`src/rtl/prog_loader_pkg.sv`:
```
// Shared types and frame constants for the boot-time instruction loader.
package prog_loader_pkg;

    localparam int unsigned WORD_W = 32;
    localparam int unsigned BYTE_W = 8;

    localparam logic [1:0]        LAST_BYTE = 2'd3;
    localparam logic [BYTE_W-1:0] CSUM_INIT = '0;

    typedef enum logic [2:0] {
        ST_LEN0 = 3'd0,
        ST_LEN1 = 3'd1,
        ST_DATA = 3'd2,
        ST_CSUM = 3'd3,
        ST_DONE = 3'd4,
        ST_ERR  = 3'd5
    } loader_state_t;

endpackage

```
`src/rtl/prog_loader.sv`:
```
// Receives a framed little-endian byte stream, writes 32-bit words to instruction
// memory and releases cpuReset once the frame checksum has matched.
module prog_loader
    import prog_loader_pkg::*;
#(
    parameter int ADDR_WIDTH = 10,
    parameter int BASE_ADDR  = 0
) (
    input  logic                  clk,
    input  logic                  reset,
    input  logic                  inValid,
    input  logic [BYTE_W-1:0]     inData,
    output logic                  inReady,
    output logic                  memWrite,
    output logic [ADDR_WIDTH-1:0] memAddr,
    output logic [WORD_W-1:0]     memWriteData,
    output logic                  cpuReset,
    output logic                  done,
    output logic                  error
);

    localparam logic [ADDR_WIDTH-1:0] BASE     = ADDR_WIDTH'(BASE_ADDR);
    localparam logic [32:0]           CAPACITY = 33'd1 << ADDR_WIDTH;

    loader_state_t         state;
    logic [1:0]            byte_cnt;
    logic [23:0]           word_sr;
    logic [15:0]           len;
    logic [15:0]           word_idx;
    logic [ADDR_WIDTH-1:0] wr_addr;
    logic [BYTE_W-1:0]     csum;

    logic                  accept;
    logic [15:0]           len_full;
    logic                  len_too_big;
    logic                  last_word;

    always_comb begin
        accept      = inValid && inReady;
        len_full    = {inData, len[7:0]};
        len_too_big = {17'd0, len_full} > CAPACITY;
        last_word   = (word_idx == (len - 16'd1));
    end

    always_ff @(posedge clk) begin
        if (reset) begin
            state        <= ST_LEN0;
            inReady      <= 1'b1;
            memWrite     <= 1'b0;
            memAddr      <= BASE;
            memWriteData <= '0;
            cpuReset     <= 1'b1;
            done         <= 1'b0;
            error        <= 1'b0;
            byte_cnt     <= '0;
            word_sr      <= '0;
            len          <= '0;
            word_idx     <= '0;
            wr_addr      <= BASE;
            csum         <= CSUM_INIT;
        end else begin
            memWrite <= 1'b0;
            case (state)
                ST_LEN0: begin
                    if (accept) begin
                        len[7:0] <= inData;
                        csum     <= csum ^ inData;
                        state    <= ST_LEN1;
                    end
                end

                ST_LEN1: begin
                    if (accept) begin
                        len  <= len_full;
                        csum <= csum ^ inData;
                        if (len_too_big) begin
                            state   <= ST_ERR;
                            inReady <= 1'b0;
                            error   <= 1'b1;
                        end else if (len_full == 16'd0) begin
                            state <= ST_CSUM;
                        end else begin
                            state <= ST_DATA;
                        end
                    end
                end

                ST_DATA: begin
                    if (accept) begin
                        csum     <= csum ^ inData;
                        byte_cnt <= byte_cnt + 2'd1;
                        // The 4th byte bypasses the shift register straight into the write data.
                        if (byte_cnt == LAST_BYTE) begin
                            memWrite     <= 1'b1;
                            memAddr      <= wr_addr;
                            memWriteData <= {inData, word_sr};
                            wr_addr      <= wr_addr + 1'b1;
                            word_idx     <= word_idx + 16'd1;
                            if (last_word) begin
                                state <= ST_CSUM;
                            end
                        end else begin
                            word_sr <= {inData, word_sr[23:8]};
                        end
                    end
                end

                ST_CSUM: begin
                    if (accept) begin
                        inReady <= 1'b0;
                        if (inData == csum) begin
                            state    <= ST_DONE;
                            done     <= 1'b1;
                            cpuReset <= 1'b0;
                        end else begin
                            state <= ST_ERR;
                            error <= 1'b1;
                        end
                    end
                end

                ST_DONE: begin
                    inReady <= 1'b0;
                end

                ST_ERR: begin
                    inReady <= 1'b0;
                end

                default: begin
                    state   <= ST_ERR;
                    inReady <= 1'b0;
                    error   <= 1'b1;
                end
            endcase
        end
    end

endmodule

```
`config.mk`:
```
export PLATFORM = sky130hd
export DESIGN_NAME = prog_loader
export DESIGN_NICKNAME = d
export VERILOG_FILES = /design/src/rtl/prog_loader_pkg.sv /design/src/rtl/prog_loader.sv
export SDC_FILE = /design/constraint.sdc
export NUM_CORES = 1
export LEC_CHECK = 0
export ABC_AREA = 1
export BUFFER_PORTS_ARGS = -buffer_cell sky130_fd_sc_hd__buf_2
export CORE_MARGIN = 2
export CORE_UTILIZATION = 55
export DETAILED_ROUTE_END_ITERATION = 6
export HOLD_SLACK_MARGIN = 0.12
export PLACE_DENSITY = 0.73
export RECOVER_POWER = 50
export SLEW_MARGIN = 20
export SYNTH_ARGS = -nofsm -noshare
export SYNTH_HDL_FRONTEND = slang
export SYNTH_SLANG_ARGS = --single-unit
```
`constraint.sdc`:
```
create_clock -name clk -period 1.9 [get_ports clk]
set_input_delay 0.285 -clock clk [delete_from_list [all_inputs] [get_ports clk]]
set_output_delay 0.285 -clock clk [all_outputs]
set_load 0.02 [all_outputs]
```
==> tab_implementation.tex <==
\begin{tabular}{lr}
\hline
Metric & Value \\
\hline
\multicolumn{2}{l}{\textbf{Floorplanning}} \\
\quad Height of the die & 103 um \\
\quad Number of top-level pins & 58 \\
\quad Number of rows created at floorplan & 36 \\
\quad Initial cell density of the core & a little under three fifths \\
\quad Horizontal die dimension & 103 um \\
\quad Core area & 9680 um\^{}2 \\
\quad Die Footprint & around 11,000 um\^{}2 \\
\multicolumn{2}{l}{\textbf{Clock tree}} \\
\quad CTS tree & built \\
\quad Clock sink count & 126 \\
\quad Worst skew pair latency & 520 ps \\
\quad Level count of the clock H-tree & 4 \\
\quad Clock-pin slew of the registers on the worst-case setup and hold paths & 60 ps \\
\quad CTS Buf Count & 17 \\
\quad Clk root buf & clkbuf\_8 \\
\quad Clock tree buffer depth & 2 \\
\multicolumn{2}{l}{\textbf{Timing}} \\
\quad Share of the clock period used by the worst path & 97.5\% \\
\quad Actual slew at the worst max-slew pin & 745 ps \\
\quad Maximum clock skew at final layout & between 5 and 6 ps \\
\quad Worst max-slew margin expressed relative to the limit & 50.3\% \\
\quad Minimum period implied by the final worst setup slack & 1850 ps \\
\quad Peak Freq & 0.540 GHz \\
\quad Worst hold margin & about 160 ps \\
\quad Final hold vios & 0 \\
\quad Final Max Tran Viols & 0 \\
\quad Final setup violation count & 0 \\
\quad RSZ-0062 raised after global routing & true \\
\multicolumn{2}{l}{\textbf{Power and ir drop}} \\
\quad Combinational cell fraction of total power & 17.1\% \\
\quad Internal power & 0.00516 W \\
\quad Net Switching & 0.00210 W \\
\quad Switching fraction of total power & 28.9\% \\
\quad Lkg Pwr & 3.13 nW \\
\quad Portion of total power attributed to sequential cells & 40.3\% \\
\quad Worst IR Drop VDD & 0.000707 V \\
\quad Power density over cell area & around 1100 nW/um\^{}2 \\
\quad Part of the power in the clock network & 42.6\% \\
\multicolumn{2}{l}{\textbf{Setup path}} \\
\quad WP data arrival & 2270 ps \\
\quad Cell-by-cell trace of the critical path & inv\_2 > ha\_4 > xor2\_1 > nand3\_1 > nor2\_1 > nand3\_1 > nor2\_1 > nand2\_1 > nor2\_1 > nand3\_1 > nand2\_2 > nand3\_1 > nand2\_1 > inv\_1 \\
\quad CP endpoint kind & flop \\
\quad Critical path type & reg -> reg \\
\quad Critical path fanouts, max & 3 \\
\quad Cell type of the slowest stage on the worst timing path & dfxtp\_2 \\
\quad Worst Path Required & between 2000 and 2500 ps \\
\quad Startpoint types & flop \\
\quad Cell mode on critical path & nand3\_1 \\
\quad Crit path largest cell delay & about 340 ps \\
\quad FF-to-FF setup slack & about 47 ps \\
\multicolumn{2}{l}{\textbf{Finish}} \\
\quad Commonest cells after routing, fill and taps aside & nor2\_1 (176), dfxtp\_1 (120), o21ai\_0 (104), nand2\_1 (98), buf\_2 (57) \\
\quad Net count of the finished layout & 843 \\
\quad Count of antenna diodes in the layout & 0 \\
\quad Layout Cells excl Fill & 974 \\
\quad Relative area change from synthesis to final layout & 23.7\% \\
\quad Most frequent standard cell in the layout excluding fill and tap cells & nor2\_1 \\
\quad Share of final-layout standard cells stronger than drive strength 1 & 18.4\% \\
\multicolumn{2}{l}{\textbf{Yosys}} \\
\quad Count of cell types in the netlist & 37 \\
\quad Seq/Total Area, Yosys & 46.4\% \\
\quad Post-Synthesis Net Count & between 700 and 800 \\
\quad Mean Syn Cell Area & 7.16 um\^{}2 \\
\quad Cells after Synth & between 700 and 800 \\
\quad Combined area of all synthesized cells & 5440 um\^{}2 \\
\quad Yosys reg bits & 126 \\
\quad Number of synthesized flops with an enable pin & 0 \\
\quad Async set or reset register ratio after synthesis & 0\% \\
\quad Warnings from Yosys & 0 \\
\quad Most frequently used flop master after synthesis & dfxtp\_1 \\
\multicolumn{2}{l}{\textbf{GRT}} \\
\quad Global routing met3 resource utilization & 7.26\% \\
\quad Vias in the first global route & 4,824 \\
\quad Most used routing layer & met2 \\
\quad Pin count of the biggest net entering global routing & 105 \\
\quad Global-route met1 utilization & a little under a third \\
\quad First-pass GRT wire length & 21,000 um \\
\quad Global-route total usage across every layer & between 20\% and 30\% \\
\quad Initial antenna violation count & 0 \\
\quad Global-route met2 utilization & a little over two fifths \\
\quad Gr ovfl total & 0 \\
\multicolumn{2}{l}{\textbf{Place}} \\
\quad Placed Cells & 930 \\
\quad Post-detail-place hpwl & between 8000 and 9000 um \\
\quad PortBufs & 57 \\
\quad Routability-driven placement congestion ratio & 0.957 \\
\multicolumn{2}{l}{\textbf{Detailed routing}} \\
\quad Total iterations of the first detailed-routing run & 6 \\
\quad Vias per std cell & 5.25 \\
\quad Wire length per cell & 13.2 um \\
\quad Routed wire length & roughly 13,000 um \\
\quad Vias post-DR & 5,117 \\
\quad Final routed DRC violation total & 0 \\
\quad First-iteration detailed-routing DRC count & 244 \\
\quad Antenna Violating Nets Remaining & 0 \\
\multicolumn{2}{l}{\textbf{Hold path}} \\
\quad Class of the tightest hold or removal check & in -> reg \\
\multicolumn{2}{l}{\textbf{Job}} \\
\quad Max Cap Viol & 0 \\
\multicolumn{2}{l}{\textbf{Outcome}} \\
\quad Status & complete, no violations \\
\hline
\end{tabular}
[what timing repair did]
item / 4_1_cts / 5_1_grt
hold buffers: 7 / 0
endpoints found under the hold margin: 12 / 0
resized for setup: 4 / 40
endpoints found under the setup margin: 3 / 13
buffers inserted: 0 / 5
pin swaps: 0 / 17
[path summary, 6_finish.rpt]
path | startpoint | end | cells past startpoint
max reg2reg | len[0]$_SDFFE_PP0P_ | state[1]$_SDFFE_PP0P_ | 14
min | inData[4] | word_sr[20]$_SDFFE_PP0P_ | 3
min reg2reg | cpuReset$_SDFFE_PP1P_ | cpuReset$_SDFFE_PP1P_ | 2
max | len[0]$_SDFFE_PP0P_ | state[1]$_SDFFE_PP0P_ | 14
[through the flow]
step	worst slack [ps]	util (%)	total power [W]	setup TNS, ps	cell area (um^2)
after global routing	-146	69.5	0.00760	-720	6730
final	46.9	69.5	0.00725	0	6730
after detailed placement	3.89	60.7	0.00405	0	5880
after floorplan	141	-	0.00378	0	5440
after global placement	54.9	60.7	0.00403	0	5880
after CTS	7.71	67.5	0.00718	0	6540
[cell families after synthesis]
family	Yosys count	share of synthesized area (%)
simple gates	351	27.2
compound gates	163	15.2
flops	126	46.4
buf+inv	96	6.95
xor+xnor	19	3.31
fa+ha+maj	4	0.920
[layer usage]
| layer | wire, um | vias to the layer above |
|---|---|---|
| met3 | 711 | 13 |
| met1 | 5810 | 2381 |
| li1 | - | 2595 |
| met2 | 6220 | 128 |
| met5 | 0 | - |
| met4 | 138 | 0 |
[synth_stat cells (3+ instances only)]
| cell | number | area (um^2) |
|---|---|---|
| xnor2_1 | 8 | 70.1 |
| o21ai_0 | 104 | 521 |
| nand2_1 | 100 | 375 |
| ha_1 | 4 | 50.1 |
| nor3_1 | 18 | 90.1 |
| dfxtp_1 | 126 | 2520 |
| o21ai_1 | 3 | 15.0 |
| a21oi_1 | 50 | 250 |
| inv_1 | 58 | 218 |
| nand4_1 | 5 | 31.3 |
| inv_2 | 4 | 15.0 |
| nor4_1 | 4 | 25.0 |
| nand3_1 | 22 | 110 |
| xor2_1 | 10 | 87.6 |
| clkbuf_1 | 28 | 105 |
| nor2_1 | 186 | 698 |
[cell type report]
type / count / area [um^2]
multi-input cells: 537 / 2680
well taps: 133 / 166
clock inverters: 13 / 140
repair buffers: 83 / 539
flip-flops and latches: 126 / 2530
inverters: 63 / 239
clock buffers: 19 / 432
fillers: 786 / 2960
[registers in the layout (all words and copies together) (netlist names), 2 cells and up]
register	flops
memAddr	10
byte_cnt	2
word_sr	24
memWriteData	32
len	16
word_idx	16
csum	8
wr_addr	10
state	3
[critical path, delay by kind of cell (launching register included)]
family / cells / cell delay (ps)
xor gates and xnor gates: 1 / 140
adders and majority gates: 1 / 250
and+or+nand+nor: 10 / 930
DFF: 1 / 340
buffers and inverters: 2 / 80
[power by group through the flow]
stage	logic, W	clock network [W]	registers (W)
6_report	0.00124	0.00309	0.00292
5_1_grt	0.00141	0.00325	0.00294
4_1_cts	0.00113	0.00314	0.00291
3_5_place_dp	0.00109	0	0.00296
3_3_place_gp	0.00107	0	0.00296
2_1_floorplan	0.000838	0	0.00294
Note: power is estimated with default switching activity, not from simulation.
